File: config.mk
export PLATFORM = sky130hd
export DESIGN_NAME = uart_tx_flat
export DESIGN_NICKNAME = d
export VERILOG_FILES = /design/src/rtl/uart_tx_pkg.sv /design/src/rtl/uart_tx_if.sv /design/src/rtl/uart_tx_baud_rate_gen.sv /design/src/rtl/uart_tx.sv /design/src/flat_wrapper.sv
export SDC_FILE = /design/constraint.sdc
export NUM_CORES = 1
export LEC_CHECK = 0
export ABC_CLOCK_PERIOD_IN_PS = 3250
export BUFFER_PORTS_ARGS = -buffer_cell sky130_fd_sc_hd__buf_2
export CAP_MARGIN = 20
export CORE_ASPECT_RATIO = 1.5
export CORE_MARGIN = 2
export CORE_UTILIZATION = 60
export CTS_CLUSTER_DIAMETER = 40
export CTS_CLUSTER_SIZE = 20
export DETAILED_ROUTE_END_ITERATION = 16
export PLACE_DENSITY = 0.82
export RECOVER_POWER = 25
export SYNTH_ARGS = -nofsm -noshare
export SYNTH_HDL_FRONTEND = slang
export SYNTH_SLANG_ARGS = --single-unit
File: constraint.sdc
create_clock -name i_clk -period 3.25 [get_ports i_clk]
set_input_delay 0 -clock i_clk [delete_from_list [all_inputs] [get_ports i_clk]]
set_output_delay 0 -clock i_clk [all_outputs]
set_load 0.05 [all_outputs]
File: src/rtl/uart_tx_pkg.sv
// UART transmitter shared definitions.
// State encodings and parameter defaults for uart_tx.
package uart_tx_pkg;

  typedef enum logic [1:0] {
    ST_IDLE  = 2'b00,
    ST_START = 2'b01,
    ST_DATA  = 2'b10,
    ST_STOP  = 2'b11
  } tx_state_e;

  localparam int NB_DATA_DEF = 8;
  localparam int SB_TICK_DEF = 16;
  localparam int DVSR_DEF    = 326;
  localparam int OS_LAST     = 15;

  function automatic int cnt_w(input int n);
    return (n <= 2) ? 1 : $clog2(n);
  endfunction

endpackage

File: src/rtl/uart_tx_if.sv
// FIFO-side handshake of the UART transmitter.
// Member names follow the transmitter's point of view.
interface uart_tx_if
  import uart_tx_pkg::*;
#(
  parameter int NB_DATA = NB_DATA_DEF
);

  logic               i_fifo_empty;
  logic [NB_DATA-1:0] i_fifo_data;
  logic               o_fifo_read;

  modport master (
    output i_fifo_empty,
    output i_fifo_data,
    input  o_fifo_read
  );

  modport slave (
    input  i_fifo_empty,
    input  i_fifo_data,
    output o_fifo_read
  );

endinterface

File: src/rtl/uart_tx_baud_rate_gen.sv
// Mod-DVSR oversample tick generator.
// Clear holds the count at zero so every frame starts phase-aligned.
module baud_rate_gen
  import uart_tx_pkg::*;
#(
  parameter int DVSR = DVSR_DEF
) (
  input  logic i_clk,
  input  logic i_reset,
  input  logic i_clear,
  output logic o_tick
);

  localparam int CW = cnt_w(DVSR);

  logic [CW-1:0] r_cnt;

  assign o_tick = (r_cnt == CW'(DVSR - 1));

  always_ff @(posedge i_clk) begin
    if (i_reset || i_clear || o_tick)
      r_cnt <= '0;
    else
      r_cnt <= r_cnt + 1'b1;
  end

endmodule

File: src/rtl/uart_tx.sv
// UART transmitter: pops words from a FIFO and sends 8N1 frames,
// LSB first, with bit timing from an oversample tick generator.
module uart_tx
  import uart_tx_pkg::*;
#(
  parameter int NB_DATA = NB_DATA_DEF,
  parameter int SB_TICK = SB_TICK_DEF,
  parameter int DVSR    = DVSR_DEF
) (
  input  logic i_clk,
  input  logic i_reset,
  uart_tx_if.slave fifo,
  output logic o_tx,
  output logic o_tx_busy,
  output logic o_tx_done
);

  localparam int SW = (cnt_w(SB_TICK) > 4) ? cnt_w(SB_TICK) : 4;
  localparam int NW = cnt_w(NB_DATA);

  tx_state_e          r_state, w_state_n;
  logic [SW-1:0]      r_s, w_s_n;
  logic [NW-1:0]      r_n, w_n_n;
  logic [NB_DATA-1:0] r_b, w_b_n;
  logic               r_tx, w_tx_n;
  logic               r_done, w_done_n;
  logic               w_tick;
  logic               w_idle;
  logic               w_read;

  assign w_idle = (r_state == ST_IDLE);
  // Reset gates the pop so a held reset never drains the FIFO.
  assign w_read = w_idle && !fifo.i_fifo_empty && !i_reset;

  assign fifo.o_fifo_read = w_read;
  assign o_tx             = r_tx;
  assign o_tx_busy        = !w_idle;
  assign o_tx_done        = r_done;

  baud_rate_gen #(
    .DVSR (DVSR)
  ) u_baud (
    .i_clk   (i_clk),
    .i_reset (i_reset),
    .i_clear (w_idle),
    .o_tick  (w_tick)
  );

  always_ff @(posedge i_clk) begin
    if (i_reset) begin
      r_state <= ST_IDLE;
      r_s     <= '0;
      r_n     <= '0;
      r_b     <= '0;
      r_tx    <= 1'b1;
      r_done  <= 1'b0;
    end else begin
      r_state <= w_state_n;
      r_s     <= w_s_n;
      r_n     <= w_n_n;
      r_b     <= w_b_n;
      r_tx    <= w_tx_n;
      r_done  <= w_done_n;
    end
  end

  always_comb begin
    w_state_n = r_state;
    w_s_n     = r_s;
    w_n_n     = r_n;
    w_b_n     = r_b;
    w_done_n  = 1'b0;
    unique case (r_state)
      ST_IDLE: begin
        if (w_read) begin
          w_b_n     = fifo.i_fifo_data;
          w_s_n     = '0;
          w_n_n     = '0;
          w_state_n = ST_START;
        end
      end
      ST_START: begin
        if (w_tick) begin
          if (r_s == SW'(OS_LAST)) begin
            w_s_n     = '0;
            w_n_n     = '0;
            w_state_n = ST_DATA;
          end else begin
            w_s_n = r_s + 1'b1;
          end
        end
      end
      ST_DATA: begin
        if (w_tick) begin
          if (r_s == SW'(OS_LAST)) begin
            w_s_n = '0;
            w_b_n = r_b >> 1;
            if (r_n == NW'(NB_DATA - 1))
              w_state_n = ST_STOP;
            else
              w_n_n = r_n + 1'b1;
          end else begin
            w_s_n = r_s + 1'b1;
          end
        end
      end
      ST_STOP: begin
        if (w_tick) begin
          if (r_s == SW'(SB_TICK - 1)) begin
            w_s_n     = '0;
            w_done_n  = 1'b1;
            w_state_n = ST_IDLE;
          end else begin
            w_s_n = r_s + 1'b1;
          end
        end
      end
      default: w_state_n = ST_IDLE;
    endcase
  end

  // Line level follows the state being entered, so o_tx stays registered.
  always_comb begin
    w_tx_n = 1'b1;
    unique case (w_state_n)
      ST_START: w_tx_n = 1'b0;
      ST_DATA:  w_tx_n = w_b_n[0];
      default:  w_tx_n = 1'b1;
    endcase
  end

endmodule
File: src/flat_wrapper.sv
// flat-port wrapper written by rule: the top's interface ports become plain ports
module uart_tx_flat import uart_tx_pkg::*;
#(
  parameter int NB_DATA = NB_DATA_DEF,
  parameter int SB_TICK = SB_TICK_DEF,
  parameter int DVSR    = DVSR_DEF
)
  (i_clk, i_reset, o_tx, o_tx_busy, o_tx_done, fifo_i_fifo_empty, fifo_i_fifo_data, fifo_o_fifo_read);
  uart_tx_if #(.NB_DATA(NB_DATA)) fifo_i ();
  input  logic i_clk;
  input  logic i_reset;
  output logic o_tx;
  output logic o_tx_busy;
  output logic o_tx_done;
  input wire logic [$bits(fifo_i.i_fifo_empty)-1:0] fifo_i_fifo_empty;
  input wire logic [$bits(fifo_i.i_fifo_data)-1:0] fifo_i_fifo_data;
  output wire logic [$bits(fifo_i.o_fifo_read)-1:0] fifo_o_fifo_read;
  assign fifo_i.i_fifo_empty = fifo_i_fifo_empty;
  assign fifo_i.i_fifo_data = fifo_i_fifo_data;
  assign fifo_o_fifo_read = fifo_i.o_fifo_read;
  uart_tx #(.NB_DATA(NB_DATA), .SB_TICK(SB_TICK), .DVSR(DVSR)) u_core (.i_clk(i_clk), .i_reset(i_reset), .fifo(fifo_i), .o_tx(o_tx), .o_tx_busy(o_tx_busy), .o_tx_done(o_tx_done));
endmodule
==> results.md <==
- Switching power as a share of total power: approximately a quarter
- Area of the die: 2610 µm²
- Post-layout minimum cycle time: around 1.9 ns
- Maximum ir drop on the vdd rail: 269 µV
- Flop and latch count out of synthesis: 28
- Routed wire length: between 2000 and 3000 µm
- Slowest stage delay, CP: 0.44 ns
- Cell taking the most area after synthesis: sky130_fd_sc_hd__dfxtp_1
- Power share of the sequential group: 60.9%
- Insertion delay to the later sink of the worst-skew pair: roughly 0.33 ns
- Top cell type's share of synthesized area: about 42%
- Final Wtd Congestion: 0.761
- Critical Path Source: u_core.r_s[0]$_SDFFE_PP0P_
- Non-filler instance count after layout: between 150 and 200
- First-pass GRT wire length: 4690 µm
- Worst slew slack as a fraction of its limit: 59.7%
- Syn Nets: 158
- Setup repair after global routing missed its margin: no
- CP endpoint kind: flip-flop
- CTS tree: built
- Arrival @ worst endpoint: 2.20 ns
- Number of enable flip-flop cells after synthesis: 0
- Total global routing track utilization: 23.5%
- Mean instance size in the synthesized netlist: roughly 9.3 µm²
- Final net count: 177
- Worst Tran Pin Value: roughly 0.60 ns
- Chain of cells forming the critical path: ha_1, and3_1, nand3_1, a221oi_2, nor3b_1, a31oi_1
- Largest net degree at the start of global routing: 25
- Final Hold Fails: 0
- Req. time, crit path: 3.51 ns
- Core Box Area: 2050 µm²
- Setup crit start kind: flip-flop
- Number of optimization iterations in the first detailed-route pass: 4
- Aggregate negative setup slack: 0 ns
- Kind of critical path: flip-flop to flip-flop
- Clk Tree Root Cell: sky130_fd_sc_hd__clkbuf_4
- Diode count: 0
- Peak Freq: 0.518 GHz
- Max Cap Violations: 0
- Die X: between 40 and 50 µm
- Fraction of final layout cells sized beyond drive strength 1: 11.9%
- Startpoint of the worst register-to-register path: u_core.r_s[0]$_SDFFE_PP0P_
- Critical-path top delay cell: sky130_fd_sc_hd__a221oi_2
- Via count of the first global-routing pass: 1138
- Post_cts resized: 0
- Min-Delay Startpoint: fifo_i_fifo_empty
- Leakage power: 0.580 nW
- Warnings from Yosys: 0
- Most frequently used flop master after synthesis: sky130_fd_sc_hd__dfxtp_1
- Initial standard-cell utilization of the core: about 65%
- Fraction of synthesis flops using an asynchronous set or reset pin: 0%
- Site row count: 20
- Die Y: between 60 and 70 µm
- Post-synthesis sequential area ratio: 42.3%
- Clock transition at the registers of the reported paths: about 0.14 ns
- Drt drc: 0
- Outcome: finished clean
- Max clock buf depth: 2
- Synth area leaders: sky130_fd_sc_hd__dfxtp_1 (42%), sky130_fd_sc_hd__nor2_1 (6.2%), sky130_fd_sc_hd__xor2_1 (5.3%)
- Setup Skew: roughly 0.0033 ns
- Clock power frac: roughly 29%
- Hold_ws: 0.0647 ns
- Worst-path maximum fanout: 6
- Number of clock buffers inserted by TritonCTS: 3
- Cell area after synthesis: between 1000 and 1500 µm²
- Power density relative to cell area: 395 nW/µm²
- Area added between synthesis and finish: 12.6%
- Final-layout fill cell count: about 150
- P_sw: 0.145 mW
- Count of unique library cells instantiated by Yosys: 34
- Antenna-violating nets left: 0
- Count of input and output buffers: 14
- Post-placement cell count: 172
- Post-Synthesis Cells: between 100 and 150
- Initial detailed-routing violation count: 34
- Share of the cycle needed by the critical path after routing: slightly below 60%
- Hold/Removal Path Class: input port to flip-flop
- Internal power: 0.444 mW
- Antenna violations before repair: 0
- Top cells by instance count after synthesis: sky130_fd_sc_hd__dfxtp_1 (28), sky130_fd_sc_hd__nor2_1 (22), sky130_fd_sc_hd__a22oi_1 (8), sky130_fd_sc_hd__xor2_1 (8)
- Clk sink count: 28
- Slack of the worst reg-to-reg path: 1.32 ns
- Routed vias/inst: roughly 6.2
- Vias post-DR: 1126
- Proportion of power drawn by combinational gates: 10.3%
- Maximum level of the CTS H-tree: 1
- Routed len/inst: 14.7 µm
- Final HPWL DP: 1890 µm
- Number of top-level design ports: 15
- Pins over their slew limit: 0
- Total congestion overflow: 0
- Cell with the most instances after synthesis: sky130_fd_sc_hd__dfxtp_1
- Final count of negative-setup-slack endpoints: 0
## worst paths after layout
path,to,cells after the start
hold / removal,u_core.r_s[3]$_SDFFE_PP0P_,3
setup / recovery,u_core.o_tx$_SDFF_PP1_,6
hold reg to reg,u_core.r_b[2]$_SDFFE_PP0P_,1
setup reg to reg,u_core.o_tx$_SDFF_PP1_,6
## flip-flops by register name, indices dropped and copies added (netlist names)
name                 flops
u_core.r_n               3
u_core.r_state           2
u_core.u_baud.r_cnt      9
u_core.o_tx_done         1
u_core.r_b               8
u_core.o_tx              1
u_core.r_s               4
## per-layer routing
layer	part of all wire [%]	GRT usage, %
met3	3.3	1.76
met2	56	48.6
met1	39	23.5
met5	0	0
met4	2.0	10.7
## layout by cell type (no fill, tap or decap), drive strengths merged, types with 2 or more instances in the layout
cell and n:
a211oi 2, a21oi 6, nor3b 3, nor2b 2, xor2 8, nand3 5
or3 2, and2 4, dfxtp 28, o2bb2ai 6, nand4 4, ha 5
and4b 2, nand2 6, mux2i 2, a22oi 8, dlygate4sd3 6, clkbuf 7
nor2 22, buf 11, and3 4, o21ai 4, inv 2
## through the flow
stage	cell area (µm²)	util (%)	power, mW	worst slack (ns)
after floorplan	1320	-	0.404	1.25
after global placement	1400	68.1	0.419	1.47
after detailed placement	1400	68.1	0.421	1.37
after CTS	1490	72.8	0.593	1.34
after global routing	1490	72.6	0.608	1.07
final	1490	72.6	0.589	1.32
## power groups by stage
stage / logic, mW / clock network, mW / registers, mW
floorplan: 0.0382 / 0 / 0.365
global placement: 0.0534 / 0 / 0.365
detailed placement: 0.0552 / 0 / 0.366
CTS: 0.0608 / 0.174 / 0.358
global route: 0.0663 / 0.181 / 0.360
finish: 0.0605 / 0.170 / 0.358
## cell families (layout without fill, tap and decap cells)
group                      after synthesis  in the layout  share of synthesized area [%]
and+or+nand+nor                         59             59                           25.9
AOI/OAI and AO/OA                       31             31                           17.2
DFF                                     28             28                           42.3
xor gates and xnor gates                 9              9                           5.95
buffers and inverters                    8             26                           2.36
adders and majority gates                5              5                           4.73
muxes                                    2              2                           1.51
## critical path, delay by kind of cell (launching register included)
family	cells	cell delay, ns
compound gates	2	0.61
fa+ha+maj	1	0.20
flops	1	0.40
simple gates	3	0.65
## repair_timing
item,4_1_cts,5_1_grt
setup buffers,0,0
hold endpoints to repair,6,0
hold buffers,6,0
## final cells by class
type                    count  area [µm²]  area share (%)
clock buffers               4        36.3            2.43
inverters                   2        7.51           0.504
multi-input cells         106         732            49.1
flip-flops and latches     28         561            37.6
well taps                  22        27.5            1.85
repair buffers             20         126            8.48
Note: power is estimated with default switching activity, not from simulation.
